$ cat src/rtl/pipeline_stall_ctrl_pkg.sv
// Shared definitions for the pipeline stall/flush sequencer.
//   state_t       : sequencer states (IDLE, RUN, MEM_WAIT, HALT)
//   stage_ctrl_t  : bundle of stage-register controls driven toward the pipeline
//   WAIT_MAX_DEFAULT : default memory-wait timeout in cycles
//   run_ctrl()    : stage controls for a cycle in which the pipeline may advance,
//                   applying the load-use bubble before the branch flush
package pipeline_stall_ctrl_pkg;

    typedef enum logic [1:0] {
        IDLE     = 2'd0,
        RUN      = 2'd1,
        MEM_WAIT = 2'd2,
        HALT     = 2'd3
    } state_t;

    typedef struct packed {
        logic pc_write;
        logic ifid_write;
        logic ifid_flush;
        logic idex_noop;
        logic idex_write;
        logic exmem_write;
        logic memwb_write;
    } stage_ctrl_t;

    localparam int WAIT_MAX_DEFAULT = 255;

    // A load-use hazard freezes PC and IF/ID and injects a bubble into ID/EX.
    // The branch flag is ignored then because ID re-evaluates next cycle.
    function automatic stage_ctrl_t run_ctrl(input logic hazard, input logic branch_taken);
        stage_ctrl_t c;
        c.pc_write    = 1'b1;
        c.ifid_write  = 1'b1;
        c.ifid_flush  = 1'b0;
        c.idex_noop   = 1'b0;
        c.idex_write  = 1'b1;
        c.exmem_write = 1'b1;
        c.memwb_write = 1'b1;
        if (hazard) begin
            c.pc_write   = 1'b0;
            c.ifid_write = 1'b0;
            c.idex_noop  = 1'b1;
        end else if (branch_taken) begin
            c.ifid_flush = 1'b1;
        end
        return c;
    endfunction

endpackage

$ cat src/rtl/pipeline_stall_ctrl_if.sv
// Handshake/control bundle between the CPU core and the stall sequencer.
//   Core -> sequencer : start_i, hazard_i, branch_taken_i, dmem_req_i, dmem_ack_i
//   Sequencer -> core : dmem_start_o, pc_write_o, ifid_write_o, ifid_flush_o,
//                       idex_noop_o, idex_write_o, exmem_write_o, memwb_write_o, err_o
// Modports: slave = sequencer side, master = core/environment side.
interface pipeline_stall_ctrl_if;
    logic start_i;
    logic hazard_i;
    logic branch_taken_i;
    logic dmem_req_i;
    logic dmem_ack_i;
    logic dmem_start_o;
    logic pc_write_o;
    logic ifid_write_o;
    logic ifid_flush_o;
    logic idex_noop_o;
    logic idex_write_o;
    logic exmem_write_o;
    logic memwb_write_o;
    logic err_o;

    modport slave (
        input  start_i, hazard_i, branch_taken_i, dmem_req_i, dmem_ack_i,
        output dmem_start_o, pc_write_o, ifid_write_o, ifid_flush_o, idex_noop_o,
               idex_write_o, exmem_write_o, memwb_write_o, err_o
    );

    modport master (
        output start_i, hazard_i, branch_taken_i, dmem_req_i, dmem_ack_i,
        input  dmem_start_o, pc_write_o, ifid_write_o, ifid_flush_o, idex_noop_o,
               idex_write_o, exmem_write_o, memwb_write_o, err_o
    );
endinterface

$ cat src/rtl/pipe_perf_counter.sv
// Saturating event counter.
//   clk_i : clock          rst_i : asynchronous active-low reset (clears to 0)
//   en_i  : count enable   cnt_o : current count, holds at all-ones
module pipe_perf_counter #(
    parameter int W = 32
) (
    input  logic         clk_i,
    input  logic         rst_i,
    input  logic         en_i,
    output logic [W-1:0] cnt_o
);
    logic [W-1:0] cnt_q, cnt_d;

    always_comb begin
        cnt_d = cnt_q;
        if (en_i && (cnt_q != '1)) cnt_d = cnt_q + W'(1);
    end

    always_ff @(posedge clk_i or negedge rst_i) begin
        if (!rst_i) cnt_q <= '0;
        else        cnt_q <= cnt_d;
    end

    assign cnt_o = cnt_q;
endmodule

$ cat src/rtl/pipeline_stall_ctrl.sv
// Central stall/flush sequencer for the 5-stage pipeline.
//   clk_i, rst_i (async, active-low) : plain scalar ports
//   ctrl_if (slave modport)          : start/hazard/branch/dmem handshake inputs and
//                                      the PC, IF/ID, ID/EX, EX/MEM, MEM/WB controls,
//                                      dmem_start_o strobe and sticky err_o
// Stage controls are combinational from state and inputs; state, the memory-wait
// counter and the error flag are registered.
// Optional build macro PIPE_PERF_CNT_EN adds four saturating CNT_W-bit counters:
// perf_cycles_o, perf_memwait_o, perf_loaduse_o, perf_flush_o.
module pipeline_stall_ctrl
    import pipeline_stall_ctrl_pkg::*;
#(
    parameter int WAIT_MAX = WAIT_MAX_DEFAULT
`ifdef PIPE_PERF_CNT_EN
    ,parameter int CNT_W   = 32
`endif
) (
    input  logic                clk_i,
    input  logic                rst_i,
    pipeline_stall_ctrl_if.slave ctrl_if
`ifdef PIPE_PERF_CNT_EN
    ,output logic [CNT_W-1:0]   perf_cycles_o
    ,output logic [CNT_W-1:0]   perf_memwait_o
    ,output logic [CNT_W-1:0]   perf_loaduse_o
    ,output logic [CNT_W-1:0]   perf_flush_o
`endif
);
    localparam int CW = $clog2(WAIT_MAX + 1);
    // The counter is cleared in the request cycle and counts each MEM_WAIT cycle,
    // so seeing WAIT_MAX-1 here means this is the WAIT_MAX-th wait cycle.
    localparam logic [CW-1:0] LAST_WAIT = CW'(WAIT_MAX - 1);

    state_t        state_q, state_d;
    logic [CW-1:0] cnt_q, cnt_d;
    logic          err_q, err_d;
    stage_ctrl_t   ctrl;
    logic          dmem_start;

    always_comb begin
        state_d    = state_q;
        cnt_d      = cnt_q;
        err_d      = err_q;
        ctrl       = '0;
        dmem_start = 1'b0;
        case (state_q)
            IDLE: begin
                if (ctrl_if.start_i) state_d = RUN;
            end
            RUN: begin
                if (ctrl_if.dmem_req_i) begin
                    dmem_start = 1'b1;
                    cnt_d      = '0;
                    state_d    = MEM_WAIT;
                end else begin
                    ctrl = run_ctrl(ctrl_if.hazard_i, ctrl_if.branch_taken_i);
                end
            end
            MEM_WAIT: begin
                cnt_d = cnt_q + CW'(1);
                // Ack wins over a coincident timeout; the advance retires the access.
                if (ctrl_if.dmem_ack_i) begin
                    ctrl    = run_ctrl(ctrl_if.hazard_i, ctrl_if.branch_taken_i);
                    state_d = RUN;
                end else if (cnt_q == LAST_WAIT) begin
                    state_d = HALT;
                    err_d   = 1'b1;
                end
            end
            default: begin
                state_d = HALT;
            end
        endcase
    end

    always_ff @(posedge clk_i or negedge rst_i) begin
        if (!rst_i) begin
            state_q <= IDLE;
            cnt_q   <= '0;
            err_q   <= 1'b0;
        end else begin
            state_q <= state_d;
            cnt_q   <= cnt_d;
            err_q   <= err_d;
        end
    end

    assign ctrl_if.dmem_start_o  = dmem_start;
    assign ctrl_if.pc_write_o    = ctrl.pc_write;
    assign ctrl_if.ifid_write_o  = ctrl.ifid_write;
    assign ctrl_if.ifid_flush_o  = ctrl.ifid_flush;
    assign ctrl_if.idex_noop_o   = ctrl.idex_noop;
    assign ctrl_if.idex_write_o  = ctrl.idex_write;
    assign ctrl_if.exmem_write_o = ctrl.exmem_write;
    assign ctrl_if.memwb_write_o = ctrl.memwb_write;
    assign ctrl_if.err_o         = err_q;

`ifdef PIPE_PERF_CNT_EN
    logic busy_en, memwait_en;
    assign busy_en    = (state_q == RUN) || (state_q == MEM_WAIT);
    // The request cycle in RUN counts as a memory-wait cycle too.
    assign memwait_en = (state_q == MEM_WAIT) || dmem_start;

    pipe_perf_counter #(.W(CNT_W)) u_cnt_cycles (
        .clk_i(clk_i), .rst_i(rst_i), .en_i(busy_en), .cnt_o(perf_cycles_o)
    );
    pipe_perf_counter #(.W(CNT_W)) u_cnt_memwait (
        .clk_i(clk_i), .rst_i(rst_i), .en_i(memwait_en), .cnt_o(perf_memwait_o)
    );
    pipe_perf_counter #(.W(CNT_W)) u_cnt_loaduse (
        .clk_i(clk_i), .rst_i(rst_i), .en_i(ctrl.idex_noop), .cnt_o(perf_loaduse_o)
    );
    pipe_perf_counter #(.W(CNT_W)) u_cnt_flush (
        .clk_i(clk_i), .rst_i(rst_i), .en_i(ctrl.ifid_flush), .cnt_o(perf_flush_o)
    );
`endif
endmodule

$ cat src/flat_wrapper.sv
// flat-port wrapper written by rule: the top's interface ports become plain ports
module pipeline_stall_ctrl_flat import pipeline_stall_ctrl_pkg::*;
#(
    parameter int WAIT_MAX = WAIT_MAX_DEFAULT

)
  (clk_i, rst_i, ctrl_if_start_i, ctrl_if_hazard_i, ctrl_if_branch_taken_i, ctrl_if_dmem_req_i, ctrl_if_dmem_ack_i, ctrl_if_dmem_start_o, ctrl_if_pc_write_o, ctrl_if_ifid_write_o, ctrl_if_ifid_flush_o, ctrl_if_idex_noop_o, ctrl_if_idex_write_o, ctrl_if_exmem_write_o, ctrl_if_memwb_write_o, ctrl_if_err_o);
  pipeline_stall_ctrl_if ctrl_if_i ();
  input  logic clk_i;
  input  logic rst_i;
  input wire logic [$bits(ctrl_if_i.start_i)-1:0] ctrl_if_start_i;
  input wire logic [$bits(ctrl_if_i.hazard_i)-1:0] ctrl_if_hazard_i;
  input wire logic [$bits(ctrl_if_i.branch_taken_i)-1:0] ctrl_if_branch_taken_i;
  input wire logic [$bits(ctrl_if_i.dmem_req_i)-1:0] ctrl_if_dmem_req_i;
  input wire logic [$bits(ctrl_if_i.dmem_ack_i)-1:0] ctrl_if_dmem_ack_i;
  output wire logic [$bits(ctrl_if_i.dmem_start_o)-1:0] ctrl_if_dmem_start_o;
  output wire logic [$bits(ctrl_if_i.pc_write_o)-1:0] ctrl_if_pc_write_o;
  output wire logic [$bits(ctrl_if_i.ifid_write_o)-1:0] ctrl_if_ifid_write_o;
  output wire logic [$bits(ctrl_if_i.ifid_flush_o)-1:0] ctrl_if_ifid_flush_o;
  output wire logic [$bits(ctrl_if_i.idex_noop_o)-1:0] ctrl_if_idex_noop_o;
  output wire logic [$bits(ctrl_if_i.idex_write_o)-1:0] ctrl_if_idex_write_o;
  output wire logic [$bits(ctrl_if_i.exmem_write_o)-1:0] ctrl_if_exmem_write_o;
  output wire logic [$bits(ctrl_if_i.memwb_write_o)-1:0] ctrl_if_memwb_write_o;
  output wire logic [$bits(ctrl_if_i.err_o)-1:0] ctrl_if_err_o;
  assign ctrl_if_i.start_i = ctrl_if_start_i;
  assign ctrl_if_i.hazard_i = ctrl_if_hazard_i;
  assign ctrl_if_i.branch_taken_i = ctrl_if_branch_taken_i;
  assign ctrl_if_i.dmem_req_i = ctrl_if_dmem_req_i;
  assign ctrl_if_i.dmem_ack_i = ctrl_if_dmem_ack_i;
  assign ctrl_if_dmem_start_o = ctrl_if_i.dmem_start_o;
  assign ctrl_if_pc_write_o = ctrl_if_i.pc_write_o;
  assign ctrl_if_ifid_write_o = ctrl_if_i.ifid_write_o;
  assign ctrl_if_ifid_flush_o = ctrl_if_i.ifid_flush_o;
  assign ctrl_if_idex_noop_o = ctrl_if_i.idex_noop_o;
  assign ctrl_if_idex_write_o = ctrl_if_i.idex_write_o;
  assign ctrl_if_exmem_write_o = ctrl_if_i.exmem_write_o;
  assign ctrl_if_memwb_write_o = ctrl_if_i.memwb_write_o;
  assign ctrl_if_err_o = ctrl_if_i.err_o;
  pipeline_stall_ctrl #(.WAIT_MAX(WAIT_MAX)) u_core (.clk_i(clk_i), .rst_i(rst_i), .ctrl_if(ctrl_if_i));
endmodule
$ cat config.mk
export PLATFORM = sky130hd
export DESIGN_NAME = pipeline_stall_ctrl_flat
export DESIGN_NICKNAME = d
export VERILOG_FILES = /design/src/rtl/pipeline_stall_ctrl_pkg.sv /design/src/rtl/pipeline_stall_ctrl_if.sv /design/src/rtl/pipe_perf_counter.sv /design/src/rtl/pipeline_stall_ctrl.sv /design/src/flat_wrapper.sv
export SDC_FILE = /design/constraint.sdc
export NUM_CORES = 1
export LEC_CHECK = 0
export CAP_MARGIN = 20
export CORE_MARGIN = 2
export CORE_UTILIZATION = 41
export DETAILED_ROUTE_END_ITERATION = 7
export GPL_ROUTABILITY_DRIVEN = 0
export PLACE_DENSITY = 0.66
export SYNTH_ARGS = -nofsm -noshare
export SYNTH_HDL_FRONTEND = slang
export SYNTH_SLANG_ARGS = --single-unit
$ cat constraint.sdc
create_clock -name clk_i -period 2.3 [get_ports clk_i]
set_input_delay 0.575 -clock clk_i [delete_from_list [all_inputs] [get_ports clk_i]]
set_output_delay 0.575 -clock clk_i [all_outputs]
set_load 0.02 [all_outputs]
Word level (Yosys, flattened, before mapping)

Cells that the tools add are included.

Bits of input ports: 7
Output and inout port bits: 9
Bits in registers: 11

Muxes and demuxes: 16
Bitwise operators: 1
Add/subtract/negate cells: 1
Equal/unequal tests: 6
Reduce and logical (&&, ||, !) cells: 5

Operators by type and width:

| kind                  | count |
|---|---|
| $pmux W8 S2           | 1 |
| $mux W7               | 2 |
| $pmux W7 S2           | 1 |
| $mux W2               | 5 |
| $add A8 B1 Y8 const B | 1 |
| $eq A8 B8 Y1 const B  | 1 |
| $mux W8               | 1 |
| $pmux W2 S3           | 1 |
| $reduce_and A3 Y1     | 2 |
| $mux W1               | 5 |
| $ne A2 B2 Y1 const B  | 2 |
| $ne A3 B2 Y1 const B  | 1 |
| $eq A2 B1 Y1 const B  | 1 |
| $eq A2 B2 Y1 const B  | 1 |
| $logic_not A2 Y1      | 1 |
| $reduce_and A2 Y1     | 1 |
| $reduce_bool A2 Y1    | 1 |
| $not A1 Y1            | 1 |

Depth between registers and ports, before layout

Depth after elaboration: 4
Mapped depth: 7
Gate-level depth less buffers: 6

Least setup slack after synthesis

Ideal clock, no wire load.

Path kind: flip-flop to output port
Start point: register u_core.state_q[1]
End point: output port ctrl_if_pc_write_o
Path buffers: 2
Data arrival time: 1,683 ps
Required time: 1,725 ps
Cell stages (with the launch flop): 8
Slack: 42 ps
Path through: dfrtp_1 -> inv_1 -> ha_1 -> buf_2 -> nor2b_1 -> o21ai_0 -> nor2_1 -> buf_4

Word-level cells in the longest chain between the ends: 2
Elaborated cells on any way between the ends: 3
Those cells by class: eq/ne: 2; mux: 1

RTL lines:

| item                                                | line                      | RTL |
|---|---|---|
| start, declared                                     | pipeline_stall_ctrl.sv:33 | `state_t state_q, state_d;` |
| start signal, assigned                              | pipeline_stall_ctrl.sv:81 | `state_q <= state_d;` |
| $eq A2 B2 Y1 / $eq A2 B1 Y1 (equally long branches) | pipeline_stall_ctrl.sv:45 | `case (state_q)` |
| $pmux W7 S2 (*)                                     | pipeline_stall_ctrl.sv:45 |  |
| end, declared                                       | flat_wrapper.sv:17        | `output wire logic [$bits(ctrl_if_i.pc_write_o)-1:0] ctrl_if_pc_write_o;` |

Every way passes the cells marked *; elsewhere a longest branch is shown, timed or not.

Final worst setup path

Start point: register u_core.state_q[1]
End point: output port ctrl_if_ifid_flush_o

Word-level cells in the longest chain between the ends: 2
Elaborated cells on any way between the ends: 3
Those cells by class: eq/ne: 2; mux: 1

RTL lines:

| item                                                | line                      | RTL |
|---|---|---|
| $eq A2 B2 Y1 / $eq A2 B1 Y1 (equally long branches) | pipeline_stall_ctrl.sv:45 |  |
| $pmux W7 S2 (*)                                     | pipeline_stall_ctrl.sv:45 |  |
| end, declared                                       | flat_wrapper.sv:19        | `output wire logic [$bits(ctrl_if_i.ifid_flush_o)-1:0] ctrl_if_ifid_flush_o;` |

Marked as above.

==> qor_table.md <==
| Stage | Item | Value |
|:---|:---|:---|
| run status | Outcome | finished, final reports clean |
| clock network | Clk buf depth | 2 |
| setup path | Critical path type | flop to output pin |
| finish | Non-Filler Cell Area, Final | 1032 sq um |
| logic synthesis | Async SR Flop Fraction | 1.000 |
| floorplanning | Die footprint | 2282 sq um |
| floorplanning | Initial cell density of the core | 0.4454 |
| logic synthesis | Number of flops mapped to enable cells by yosys | 0 |
| sta | Total Neg Setup Slack | 0 ns |
| drt | Number of DRC violations after detailed-routing iteration 0 | 12 |
| clock network | Worst-path clk slew | 0.08 ns |
| min path | Cells on Worst Hold Path | 2 |
| floorplanning | IO Count | 16 |
| floorplanning | Die Height | 47.78 um |
| finish | Final std cells w/o fill | 138 |
| finish | Area of combinational cells with multiple inputs | 465.4 sq um |
| drt | Average via count per standard cell | 5.217 |
| logic synthesis | Yosys warning total | 0 |
| sta | Final Cycle Share | 0.9745 |
| setup path | Startpoint of the worst setup timing path | u_core.state_q[1]$_DFFE_PN0P_ |
| setup path | Endpoint type of the worst setup path | output pin |
| finish | Number of fill cells | 178 |
| placement | Number of buffer cells added on primary ports | 15 |
| min path | Worst min path class | flop to flop |
| sta | Slew of the pin with the lowest slew margin | 0.5281 ns |
| setup path | Endpoint of the worst-slack reg-to-reg timing path | u_core.cnt_q[5]$_DFFE_PN0P_ |
| placement | Total cell area at the placement stage | 1003 sq um |
| drt | Initial DRT Pass Iterations | 4 |
| logic synthesis | Library cell with the highest instance count after synthesis | sky130_fd_sc_hd__dfrtp_1 |
| sta | Number of pins with negative max-slew slack in the final report | 0 |
| sta | Worst setup margin | 0.05855 ns |
| logic synthesis | Yosys top cell by area | sky130_fd_sc_hd__dfrtp_1 |
| clock network | Sink Count | 11 |
| logic synthesis | Fraction of post-synthesis cell area in the top cell type by area | 0.3503 |
| setup path | Flop2flop setup slack | 0.56 ns |
| setup path | Arrival time worst endpoint | 1.67 ns |
| min path | Startpoint of the most critical hold path | u_core.ctrl_if.err_o$_DFFE_PN0P_ |
| placement | Dpl hpwl | 1315 um |
| power | Power density normalized to cell area | 931.5 nW/um^2 |
| placement | Placed Instances | 134 |
| sta | Maximum achievable frequency | 446.1 MHz |
| setup path | Worst Reg-to-Reg Cells | 7 |
| sta | Final hold viol count | 0 |
| sta | Final setup violation count | 0 |
| floorplanning | Placement Rows | 15 |
| sta | Final min period | 2.241 ns |
| clock network | TritonCTS Buffers | 3 |
| floorplanning | Area inside the core boundary | 1764 sq um |
| sta | Clock Skew | 0.0006822 ns |
| job | Max-cap violations | 0 |
| logic synthesis | Net count after synthesis | 105 |
| finish | Synthesis-to-finish area growth | 31.37% |
| clock network | Latest clock arrival within the worst-skew pair | 0.27 ns |
| grt | Total grt overflow | 0 |
| logic synthesis | Commonest cells in the netlist | sky130_fd_sc_hd__dfrtp_1, sky130_fd_sc_hd__ha_1, sky130_fd_sc_hd__nor2_1 |
| clock network | Buffer count from post-CTS setup fixing | 0 |
| drt | Post-DR wirelength/cell | 12.57 um |
| drt | Antenna-violating nets left | 0 |
| drt | Wirelength, routed | 1734 um |
| clock network | Clock tree from TritonCTS | built |
| grt | Overall Global Routing Usage | 0.1824 |
| logic synthesis | Post-synthesis instance area | 785.8 sq um |
| sta | Remaining max-slew budget at the tightest pin | 0.6469 |
| drt | DRC violations left | 0 |
| logic synthesis | Post-synthesis instance total | 90 |
| sta | Unrepaired setup endpoints after global routing | yes |
| power | Worst vdd rail ir drop | 509.1 uV |
| logic synthesis | Number of storage elements in the synthesis netlist | 11 |
| logic synthesis | Share of synthesized area occupied by flip-flops and latches | 0.3503 |
| floorplanning | Horizontal die dimension | 47.78 um |
| power | Leakage | 0.5105 nW |
| finish | Share of layout cells above drive strength 1 | 0.2035 |
| min path | Worst hold endpoint | u_core.ctrl_if.err_o$_DFFE_PN0P_ |
| grt | Pin count of the biggest net entering global routing | 13 |
| logic synthesis | Yosys cell types | 31 |
| logic synthesis | Main synth FF type | sky130_fd_sc_hd__dfrtp_1 |
| drt | Detailed-route via count | 720 |
| grt | Initial antenna violation count | 0 |
| placement | Worst setup slack after placement | -0.4466 ns |
| grt | Vias in the first global route | 687 |
| logic synthesis | Avg Synthesized Cell Area | 8.731 sq um |
| finish | Post-layout nets | 129 |
| setup path | FF-to-FF Start | u_core.state_q[1]$_DFFE_PN0P_ |
| clock network | Maximum level of the CTS H-tree | 1 |
| finish | Area taken by flip-flops and latches | 275.3 sq um |
| setup path | Kind of start point of the critical path | flop |
| clock network | Root buffer selected by CTS | sky130_fd_sc_hd__clkbuf_4 |
| grt | First-pass GRT wire length | 2904 um |
| setup path | Max Fanout on Critical Path | 4 |
| logic synthesis | Largest cells by area after synthesis | sky130_fd_sc_hd__dfrtp_1, sky130_fd_sc_hd__ha_1, sky130_fd_sc_hd__o21ai_0, sky130_fd_sc_hd__a21oi_1, sky130_fd_sc_hd__nor2_1 |
| finish | Share of the core filled with cells | 0.5851 |
| finish | Final antenna diode count | 0 |
| setup path | Worst endpoint required time | 1.73 ns |
[routing by layer]
metal | vias up | share of wire | wire length [um] | track usage
met5 | - | 0 | 0 | 0
met4 | 0 | 0.016 | 27 | 0.08108
met3 | 2 | 0.035 | 61 | 0.02642
met2 | 19 | 0.46 | 794 | 0.3013
met1 | 337 | 0.49 | 850 | 0.2350
li1 | 362 | - | - | -
[cell usage in the layout (no fill, tap or decap), types with 3 or more instances in the layout]
cell type	netlist	layout
sky130_fd_sc_hd__dfrtp_1	11	11
sky130_fd_sc_hd__buf_4	3	9
sky130_fd_sc_hd__nor2_1	8	8
sky130_fd_sc_hd__ha_1	8	7
sky130_fd_sc_hd__a21oi_1	6	6
sky130_fd_sc_hd__o21ai_0	7	6
sky130_fd_sc_hd__inv_1	7	5
sky130_fd_sc_hd__clkdlybuf4s50_1	0	5
sky130_fd_sc_hd__nand2_1	4	4
sky130_fd_sc_hd__nand3_1	3	3
sky130_fd_sc_hd__nor3_1	3	3
sky130_fd_sc_hd__clkbuf_4	0	3
sky130_fd_sc_hd__clkdlybuf4s15_1	0	3
sky130_fd_sc_hd__buf_2	1	3
[state kept, by name (all words and copies together) (netlist names)]
signal                cells
u_core.state_q            2
u_core.cnt_q              8
u_core.ctrl_if.err_o      1
[worst max-delay path by stage]
stage | to | slack, ns
2_1_floorplan | ctrl_if_pc_write_o | 0.04
3_3_place_gp | ctrl_if_ifid_flush_o | -0.44
3_5_place_dp | ctrl_if_ifid_flush_o | -0.45
4_1_cts | ctrl_if_idex_write_o | -0.03
5_1_grt | ctrl_if_ifid_flush_o | -0.01
6_report | ctrl_if_ifid_flush_o | 0.06
[worst max-delay path: stages (launching register included)]
cell                      delay [ns]
sky130_fd_sc_hd__dfrtp_1        0.43
sky130_fd_sc_hd__inv_2          0.08
sky130_fd_sc_hd__ha_1           0.19
sky130_fd_sc_hd__nor2b_1        0.15
sky130_fd_sc_hd__o21a_4         0.22
sky130_fd_sc_hd__and3_1         0.17
sky130_fd_sc_hd__buf_2          0.15
[area by class of cell]
cell class                      count  share of cell area
Clock buffer                        4             0.02545
Tap cell                           25             0.03030
Sequential cell                    11              0.2667
Multi-Input combinational cell     67              0.4509
Inverter                            7             0.02545
Timing Repair Buffer               24              0.2012
[kinds of logic (layout without fill, tap and decap cells)]
logic type                 Yosys count  in the layout  share of synthesized area
adders and majority gates            8              8                     0.1274
AOI/OAI and AO/OA                   23             23                     0.1783
and+or+nand+nor                     32             32                     0.2229
xor gates and xnor gates             2              2                    0.02230
muxes                                2              2                    0.02548
buffers and inverters               12             35                    0.07324
DFF                                 11             11                     0.3503
[per-stage QoR]
step           total power [mW]  hold slack [ns]
2_1_floorplan            0.6188           0.2794
3_3_place_gp             0.8159           0.4573
3_5_place_dp             0.8233           0.5227
4_1_cts                  0.9354           0.5445
5_1_grt                   1.040           0.5810
6_report                 0.9616           0.5329
[report_power, final]
part           internal [mW]  total [mW]  switching (mW)  leakage, nW
combinational          0.245       0.514           0.269        0.356
clock                 0.0671       0.138          0.0711       0.0150
sequential             0.240       0.310          0.0692        0.140
total                  0.552       0.962           0.410        0.511
[repair_timing]
action,in CTS,in global routing
setup endpoints to repair,8,7
hold buffers,0,0
gates cloned,0,0
resized for setup,20,10
pin swaps,0,1
Power figures use the tool's default switching activity.
==> RTL edit: new RTL, same flow settings <==
The 4 states of `state_t` get a one-hot encoding in 4 bits.
--- a/src/rtl/pipeline_stall_ctrl_pkg.sv
+++ b/src/rtl/pipeline_stall_ctrl_pkg.sv
@@ -6,11 +6,11 @@
 //                   applying the load-use bubble before the branch flush
 package pipeline_stall_ctrl_pkg;
 
-    typedef enum logic [1:0] {
-        IDLE     = 2'd0,
-        RUN      = 2'd1,
-        MEM_WAIT = 2'd2,
-        HALT     = 2'd3
+    typedef enum logic [3:0] {
+        IDLE     = 4'b0001,
+        RUN      = 4'b0010,
+        MEM_WAIT = 4'b0100,
+        HALT     = 4'b1000
     } state_t;
 
     typedef struct packed {
Function: no difference found for any inputs over 10 cycles, from zero or initial values and one cycle with rst_i low; not proved beyond that.
==> RTL edit against the unedited design <==
Sequential cell count is 2 higher; design area fell by 3.9%; cell count shrank 7.2%; global-route usage is 0.70 points higher; wire length rose by 1.3%; via count down 6.4%; fmax is 3.4% higher; sequential share of layout area rose by 6.2 points; register-to-register slack worse by 130 ps; worst setup slack better by 75 ps; synthesized area decreased by 2.7%.
Power is not compared: it rests on default switching activity, and its combinational part moved more than twofold at a synthesized area within 25%.
==> RTL edit: results (changes against the unedited design) <==
Outcome
  • Status: finished, final reports clean (unchanged)

Placement
  • Post-place instance area: 977.2 um^2 (was 0.001003 mm^2)
  • Place WS: -497.8 ps (was -446.6 ps)

Critical path
  • Critical path destination: ctrl_if_idex_noop_o (was ctrl_if_ifid_flush_o)
  • Worst path max stage delay: 390 ps (was 430 ps)
  • Worst-path fanout max: 8 (was 4)
  • Reg2reg setup slack: 430 ps (was 560 ps)
  • Launch point of the worst reg-to-reg path: u_core.state_q[3] (was u_core.state_q[1])
  • Crit. Startpoint: u_core.state_q[2] (was u_core.state_q[1])
  • Worst Path Arrival: 1590 ps (was 1670 ps)

Routing
  • Via density per instance: 5.266 (was 5.217)
  • Routed length on met2: 860 um (was 794 um)

STA
  • Fmax: 461.5 MHz (was 446.1 MHz)
  • Setup Skew: 2.828 ps (was 0.6822 ps)
  • Slew Limit Headroom: 0.4541 (was 0.6469)

Global route
  • First-pass GRT wire length: 2870 um (was 2904 um)
  • Met3 Usage GRT: 0.06923 (was 0.02642)
  • Vias in the first global route: 663 (was 687)

Finish
  • Filler cell count: 163 (was 178)
  • Share of cells above drive strength 1: 0.3107 (was 0.2035)
  • Fin nets: 113 (was 129)

Logic synthesis
  • Synth Area in XOR/XNOR: 0.01146 (was 0.02229)
  • Area contributors post-synth: dfrtp_1 39%, o21ai_0 5.2%, dfstp_2 3.4%, ha_1 3.3%, buf_4 2.9% (was dfrtp_1 35%, ha_1 13%, o21ai_0 4.5%, a21oi_1 3.8%, nor2_1 3.8%)
  • Compound-Gate Fraction of Synth Area: 0.1653 (was 0.1783)
  • Mux cell area share after synthesis: 0.02619 (was 0.02548)
  • Post-synthesis sequential area ratio: 0.4272 (was 0.3503)

Hold path
  • Hold Crit Depth: 1 (was 2)
## RTL edit: changes by cell type after synthesis, sizes merged, moves of 2 or more
cell,before,now
or4b,0,2
and3,2,0
a21oi,6,4
ha,8,2
buf,4,6
inv,7,3
nor2,8,5
a22oi,2,0
nor2b,2,0
xnor2,2,0
## RTL edit: layout make-up
class,count,area (um^2),share of cell area
clock buffers,4,26.28,0.02648
inverters,3,11.26,0.01135
multi-input cells,58,404.1,0.4073
flip-flops and latches,13,326.6,0.3291
well taps,25,31.28,0.03153
repair buffers,25,192.7,0.1942
## RTL edit: what timing repair did
action,CTS,global route
gates cloned,0,0
gates resized for setup,31,10
setup endpoints to repair,8,8
pin swaps,1,2
## RTL edit: power groups by stage
stage                     registers [uW]  clock network [uW]  logic, uW
after floorplan                      253                   0       21.4
after global placement               254                   0       48.2
after detailed placement             255                   0       48.7
after CTS                            250                 146       49.1
after global routing                 252                 165       54.3
final                                250                 141       49.0
